`config.mk`:
```
export PLATFORM = sky130hd
export DESIGN_NAME = ddr4_wr_arbiter
export DESIGN_NICKNAME = d
export VERILOG_FILES = /design/src/rtl/ddr4_wr_arbiter.sv
export SDC_FILE = /design/constraint.sdc
export NUM_CORES = 1
export LEC_CHECK = 0
export ABC_AREA = 1
export ABC_CLOCK_PERIOD_IN_PS = 3000
export BUFFER_PORTS_ARGS = -buffer_cell sky130_fd_sc_hd__buf_4
export CAP_MARGIN = 20
export CORE_AREA = 4 4 742 744
export CTS_CLUSTER_DIAMETER = 80
export DETAILED_ROUTE_END_ITERATION = 16
export DIE_AREA = 0 0 746 748
export REMOVE_ABC_BUFFERS = 1
export SYNTH_ARGS = -nofsm -noshare
export SYNTH_HDL_FRONTEND = slang
export SYNTH_SLANG_ARGS = --single-unit
```
`constraint.sdc`:
```
create_clock -name clk -period 3 [get_ports clk]
set_input_delay 0 -clock clk [delete_from_list [all_inputs] [get_ports clk]]
set_output_delay 0 -clock clk [all_outputs]
set_load 0.05 [all_outputs]
```
`src/rtl/ddr4_wr_arbiter.sv`:
```
// ddr4_wr_arbiter
//   Shares one 512-bit AXI4 write port to DDR4 between NUM_M burst writers.
//   Round-robin grant per burst, one outstanding transaction at a time:
//   IDLE -> ADDR -> DATA -> RESP -> IDLE. The B response is routed back to the
//   burst owner. The W beat count is checked against the latched AWLEN, and any
//   mismatch sets the sticky err_proto flag.
// Ports
//   clk, rst_n                 clock, async active-low reset
//   s_aw*/s_awvalid/s_awready  per-requester AW channel (packed [NUM_M])
//   s_w*/s_wvalid/s_wready     per-requester W channel
//   s_bresp (shared), s_bvalid/s_bready  per-requester B channel
//   m_aw*, m_w*, m_b*          single DDR-side AXI4 write port
//   grant_id                   current owner (meaningful while busy)
//   busy                       1 whenever the FSM is not IDLE
//   err_proto                  sticky wlast/beat-count mismatch flag
module ddr4_wr_arbiter #(
  parameter int NUM_M  = 2,
  parameter int ADDR_W = 32,
  parameter int DATA_W = 512,
  localparam int STRB_W = DATA_W / 8,
  localparam int GW     = (NUM_M > 1) ? $clog2(NUM_M) : 1
) (
  input  logic                           clk,
  input  logic                           rst_n,
  input  logic [NUM_M-1:0][ADDR_W-1:0]   s_awaddr,
  input  logic [NUM_M-1:0][7:0]          s_awlen,
  input  logic [NUM_M-1:0][2:0]          s_awsize,
  input  logic [NUM_M-1:0][1:0]          s_awburst,
  input  logic [NUM_M-1:0]               s_awvalid,
  output logic [NUM_M-1:0]               s_awready,
  input  logic [NUM_M-1:0][DATA_W-1:0]   s_wdata,
  input  logic [NUM_M-1:0][STRB_W-1:0]   s_wstrb,
  input  logic [NUM_M-1:0]               s_wlast,
  input  logic [NUM_M-1:0]               s_wvalid,
  output logic [NUM_M-1:0]               s_wready,
  output logic [1:0]                     s_bresp,
  output logic [NUM_M-1:0]               s_bvalid,
  input  logic [NUM_M-1:0]               s_bready,
  output logic [ADDR_W-1:0]              m_awaddr,
  output logic [7:0]                     m_awlen,
  output logic [2:0]                     m_awsize,
  output logic [1:0]                     m_awburst,
  output logic                           m_awvalid,
  input  logic                           m_awready,
  output logic [DATA_W-1:0]              m_wdata,
  output logic [STRB_W-1:0]              m_wstrb,
  output logic                           m_wlast,
  output logic                           m_wvalid,
  input  logic                           m_wready,
  input  logic [1:0]                     m_bresp,
  input  logic                           m_bvalid,
  output logic                           m_bready,
  output logic [GW-1:0]                  grant_id,
  output logic                           busy,
  output logic                           err_proto
);

  typedef enum logic [1:0] {IDLE, ADDR, DATA, RESP} state_t;

  localparam logic [GW:0]   NUM_M_W = (GW+1)'(NUM_M);
  localparam logic [GW-1:0] LAST_ID = GW'(NUM_M - 1);

  state_t        state;
  logic [GW-1:0] rr_ptr;
  logic [7:0]    len_q;
  logic [8:0]    beat_cnt;   // 9 bits: counts up to 256 beats

  // Round-robin pick. Rotating the request vector by rr_ptr turns the search
  // into "lowest set bit"; the offset is then added back modulo NUM_M.
  logic [2*NUM_M-1:0] req2;
  logic [GW-1:0]      pick_off;
  logic [GW:0]        pick_sum;
  logic [GW-1:0]      pick_idx;
  logic               pick_vld;

  assign req2     = {s_awvalid, s_awvalid} >> rr_ptr;
  assign pick_vld = |s_awvalid;

  always_comb begin
    pick_off = '0;
    for (int i = NUM_M - 1; i >= 0; i--)
      if (req2[i]) pick_off = GW'(i);
  end

  assign pick_sum = {1'b0, rr_ptr} + {1'b0, pick_off};
  assign pick_idx = (pick_sum >= NUM_M_W) ? GW'(pick_sum - NUM_M_W) : GW'(pick_sum);

  // DDR side: only the granted requester is visible, and only in its phase.
  wire in_addr = (state == ADDR);
  wire in_data = (state == DATA);
  wire in_resp = (state == RESP);

  assign m_awaddr  = s_awaddr[grant_id];
  assign m_awlen   = s_awlen[grant_id];
  assign m_awsize  = s_awsize[grant_id];
  assign m_awburst = s_awburst[grant_id];
  assign m_awvalid = in_addr & s_awvalid[grant_id];
  assign m_wdata   = s_wdata[grant_id];
  assign m_wstrb   = s_wstrb[grant_id];
  assign m_wlast   = s_wlast[grant_id];
  assign m_wvalid  = in_data & s_wvalid[grant_id];
  assign m_bready  = in_resp & s_bready[grant_id];
  assign s_bresp   = m_bresp;

  // Requester side: ready/valid back to the owner only.
  for (genvar g = 0; g < NUM_M; g++) begin : g_lane
    wire own = (grant_id == GW'(g));
    assign s_awready[g] = own & in_addr & m_awready;
    assign s_wready[g]  = own & in_data & m_wready;
    assign s_bvalid[g]  = own & in_resp & m_bvalid;
  end

  wire aw_hs     = m_awvalid & m_awready;
  wire w_hs      = m_wvalid & m_wready;
  wire b_hs      = m_bvalid & m_bready;
  wire last_beat = (beat_cnt == {1'b0, len_q});

  always_ff @(posedge clk or negedge rst_n) begin
    if (!rst_n) begin
      state     <= IDLE;
      rr_ptr    <= '0;
      grant_id  <= '0;
      busy      <= 1'b0;
      err_proto <= 1'b0;
      beat_cnt  <= '0;
      len_q     <= '0;
    end else begin
      case (state)
        IDLE: if (pick_vld) begin
          grant_id <= pick_idx;
          busy     <= 1'b1;
          state    <= ADDR;
        end
        ADDR: if (aw_hs) begin
          len_q    <= m_awlen;
          beat_cnt <= '0;
          state    <= DATA;
        end
        DATA: if (w_hs) begin
          beat_cnt <= beat_cnt + 9'd1;
          // Beat is forwarded regardless; a misplaced or missing wlast only flags.
          if (m_wlast != last_beat) err_proto <= 1'b1;
          if (m_wlast || last_beat) state <= RESP;
        end
        RESP: if (b_hs) begin
          rr_ptr <= (grant_id == LAST_ID) ? '0 : grant_id + 1'b1;
          busy   <= 1'b0;
          state  <= IDLE;
        end
        default: state <= IDLE;
      endcase
    end
  end

endmodule

```
== Yosys cells after proc, flatten, opt, wreduce, memory -nomap -nowiden ==
Cells that the tools add are included.
Word-level totals
  flip-flop bits (word level): 23
  input bits: 1257
  output and inout port bits: 636
  word-level logic and storage cells: 91
Operators by class
  $add $sub $neg: 4
  order comparisons: 2
  equality and inequality tests: 10
  shift-type cells: 1
  muxes and demuxes: 36
  bitwise logic cells: 19
  reduce and logical (&&, ||, !) cells: 12
Operators by type and width (number)
  512-bit two-way mux: 2
  64-bit two-way mux: 2
  32-bit two-way mux: 2
  1-bit bitwise AND: 18
  9-bit two-way mux: 2
  9-bit case mux with 2 select lines: 1
  8-bit two-way mux: 2
  1-bit two-way mux: 14
  2-bit two-way mux: 7
  9-bit by 1-bit adder with 9-bit output, second input constant: 1
  9-bit by 8-bit equality test with 1-bit output: 1
  3-bit AND reduction: 3
  2-bit by 1-bit inequality test with 1-bit output, second input constant: 4
  2-bit case mux with 4 select lines: 1
  3-bit two-way mux: 2
  2-bit AND reduction: 3
  5-bit AND reduction: 1
  2-bit equality test, second input constant: 2
  2-bit nonzero test: 2
  4-bit by 1-bit right shift with 2-bit output: 1
  1-bit by 1-bit adder with 2-bit output: 1
  2-bit by 1-bit equality test with 1-bit output, second input constant: 1
  2-bit >= comparator, second input constant: 1
  2-bit logical NOT: 1
  9 further kinds: 9

== Logic depth before layout (Yosys ltp) ==
  depth after elaboration: 6
  gate-level depth with buffers: 12
  gate-level depth less buffers: 12

== Worst setup path after synthesis ==
Ideal clock, no wire load.
  kind: register to output
  start point: register grant_id
  end point: output s_awready[0]
  data arrival time: 2.217 ns
  required time: 3.000 ns
  slack: 0.783 ns
  stages on the path, launching flop included: 5
  buffers on the path: 3
  cells stage by stage: dfrtp_1 -> buf_6 -> buf_2 -> buf_2 -> nor3_1
On the way
  longest elaborated chain between the ends: 3
RTL lines
  start, declared: RTL line 53  | output logic [GW-1:0] grant_id,
  start signal, assigned: RTL line 130  | grant_id <= pick_idx;
  1-bit inverter: RTL line 107  | wire own = (grant_id == GW'(g));
  1-bit bitwise AND (2 in a row): RTL line 108  | assign s_awready[g] = own & in_addr & m_awready;
  end, declared: RTL line 30  | output logic [NUM_M-1:0] s_awready,
Every way passes these cells.

== Worst setup path in the final report ==
  start point: register grant_id
  end point: output m_wdata[410]
On the way
  longest elaborated chain between the ends: 2
RTL lines
  512-bit two-way mux (implied by the code) (2 in a row): RTL line 98  | assign m_wdata = s_wdata[grant_id];
  end, declared: RTL line 45  | output logic [DATA_W-1:0] m_wdata,
Every way passes these cells. The select of a mux whose other input is x is not followed.

==> impl_metrics.py <==
metrics = {
    "placed_design": {
        "gp_congestion": 1.23,
        "dp_cells": 11200,
        "dp_hpwl_mm": 476,
        "place_worst_setup_slack_ns": 0.225,
        "io_buffers": 1888,
    },
    "sta": {
        "fmax_ghz": 0.331,
        "clock_skew_ns": 0.00421,
        "setup-violations-final": 1,
        "relSlewSlack": 0.200,
        "setup_ws_ns": -0.0241,
        "finalHoldViolCount": 0,
        "fin_crit_sh": 1.01,
        "slew_viol_final": 0,
        "rsz0062_at_grt": "no",
        "fin_crit_ns": 3.02,
        "hold_ws_ns": 0.000417,
        "tightest_slew_ns": 1.20,
    },
    "critical_path": {
        "start_kind": "register",
        "path_common_cell": "nand2_1",
        "endpoint_kind": "output port",
        "worstPathArrival_ns": 3.02,
        "cp_slowest_cell": "nand2_1",
        "crit_fanout": 115,
        "reg2regPathDepth": 5,
        "r2r-end": "len_q[1]",
        "criticalPathCategory": "reg2out",
        "worstPathCellList": "buf_12, nand2_1, nand2_1, buf_4",
        "crit_path_max_incr_delay_ns": 0.80,
        "rrSetupSlack_ns": 0.61,
        "cp.required_ns": 3.00,
        "reg2reg_from": "grant_id",
    },
    "flow_run": {
        "drv_cap": 0,
    },
    "logic_synthesis": {
        "async_flop_share": 1.00,
        "synth_flop_cell": "dfrtp_1",
        "yosys.area.top_type": "nand2_1",
        "synth_compound_area_frac": 0.0239,
        "synth-simple-area-share": 0.817,
        "yosys.area_share.adder": 0.00825,
        "synth_top_family_by_area": "simple AND/OR/NAND/NOR gates",
        "yosysWarnings": 0,
        "synthTopCellsByArea": "nand2_1 79%, dfrtp_1 6.3%, buf_2 4.1%",
        "synth_mux_area_frac": 0,
        "netlist_instances": 2205,
        "synth_edf_count": 0,
        "ys_types": 31,
        "syn_area_per_cell_um2": 4.13,
        "synthXorXnorAreaFrac": 0.00192,
        "netlist.area_leader.share": 0.792,
        "ys_seq_area_frac": 0.0632,
        "ys_seq_elements": 23,
        "syn_area_um2": 9100,
    },
    "clock_network": {
        "cts_buffer_depth": 2,
        "clkSlewWorstSetupHoldPaths_ns": 0.06,
        "clock-root-buffer": "clkbuf_16",
        "htree_levels": 1,
        "insertion_delay_ns": 0.26,
        "cts_tree": "done",
        "cts_setup_buffers": 0,
        "clock-sinks": 23,
        "cts-buffers-inserted": 3,
    },
    "grt": {
        "grt_pass1_wl_mm": 543,
        "antenna_found_initial": 623,
        "overflow": 0,
        "track_usage": 0.170,
        "grt_max_degree": 120,
        "first_global_vias": 22300,
    },
    "detailed_routing": {
        "drc": 0,
        "drt-met1-wl_mm": 181,
        "vias": 25200,
        "drt_iter0_drc": 2030,
        "firstDrtPassIters": 6,
        "drt_wl_total_mm": 496,
        "wl_met3_mm": 88.7,
        "via_per_inst": 2.21,
        "wl_per_cell_um": 43.5,
        "ant_nets": 0,
        "met2_length_mm": 204,
        "top_layer_used": "met5",
    },
    "floorplanning": {
        "io_pins": 1893,
        "initial_core_util": 0.0167,
        "die_h_um": 748,
        "die_w_um": 746,
        "dieArea_um2": 558000,
        "coreArea_um2": 544000,
        "placementRows": 271,
    },
    "power": {
        "peakVddDrop_v": 0.000612,
        "p_leak_nw": 15.6,
        "p_per_area_nw_per_um2": 1030,
    },
    "finish": {
        "seq_area_um2": 579,
        "layout-drive-gt1-share": 0.488,
        "final_cell_count_no_fill": 11400,
        "area_delta_synth_final_pct": 261,
        "fin_nets": 5245,
        "fin_util": 0.0604,
        "nFillCells": 64800,
        "multiInputGateArea_um2": 7750,
    },
    "worst_hold_path": {
        "hold_path_class": "in2out",
        "holdPathStages": 0,
        "whs_endpoint": "s_bresp[0]",
        "holdCritStartpoint": "m_bresp[0]",
    },
    "run_status": {
        "violations": "negative setup slack",
        "outcome": "complete, but fails checks",
    },
}
cells by family after synthesis:
family,after synthesis
flip-flops,23
AND/OR/NAND/NOR,1963
buffers and inverters,176
adder cells (fa/ha/maj),6
AO/OA/AOI/OAI,35
XOR/XNOR,2
Yosys cell counts, types with 4 or more instances:
cell and instances:
a21oi_1 5, buf_1 12, buf_2 74, clkbuf_1 53, dfrtp_1 23, ha_1 6, inv_1 29, nand2_1 1919
nand3_1 17, nor2_1 10, nor3_1 7, o21ai_0 10, o21ai_1 4, o21ai_2 6
worst max-delay path by stage:
stage | from | endpoint | cells past startpoint
2_1_floorplan | grant_id | rr_ptr | 5
3_3_place_gp | grant_id | m_wdata[97] | 4
3_5_place_dp | grant_id | m_wdata[97] | 4
4_1_cts | grant_id | m_awaddr[14] | 4
5_1_grt | grant_id | m_wdata[410] | 4
6_report | grant_id | m_wdata[410] | 4
layer usage:
layer,up-vias,GRT usage
met5,-,0.00377
met4,256,0.0576
met3,1056,0.138
met2,2649,0.252
met1,10900,0.180
li1,10300,-
state kept, by name, indices dropped and copies added (netlist names):
register	cells
err_proto	1
rr_ptr	1
len_q	8
beat_cnt	9
grant_id	1
state	2
busy	1
layout make-up:
class                           instances  area share
Timing Repair Buffer                 1917       0.452
Clock buffer                            3     0.00228
Inverter                               31     0.00377
Antenna cell                          175      0.0133
Clock inverter                          1    0.000152
Multi-Input combinational cell       2006       0.236
Sequential cell                        23      0.0176
Tap cell                             7234       0.275
per-stage QoR:
step	total power [W]	cell area (um^2)	TNS (ns)
finish	0.0338	32900	-0.0241
global route	0.0355	32600	0
floorplan	0.00830	8440	-
CTS	0.0347	32400	0
global placement	0.0342	32300	0
detailed placement	0.0344	32300	0
layout by cell type, fill, tap and decap left out, drive strengths merged, types with 7 or more instances in the layout:
cell type and instances:
nand3 18, nor3 7, nand2 1922, inv 31
nor2 10, diode 175, dfrtp 23, buf 1916
o21ai 20
where the power goes:
part | switching (W) | internal, W
Combinational | 0.0260 | 0.00690
Clock | 0.000118 | 0.000180
Sequential | 0.000133 | 0.000414
Total | 0.0263 | 0.00750
critical path, delay by kind of cell, from the launching register on:
family | cells | cell delay [ns]
buf+inv | 2 | 0.51
flops | 1 | 0.67
simple gates | 2 | 1.06
timing repair:
item / CTS / global route
hold endpoints to repair: 23 / 0
setup endpoints to repair: 2 / 2
hold buffers: 1 / 0
resized for setup: 2 / 2
Note: power is estimated with default switching activity, not from simulation.
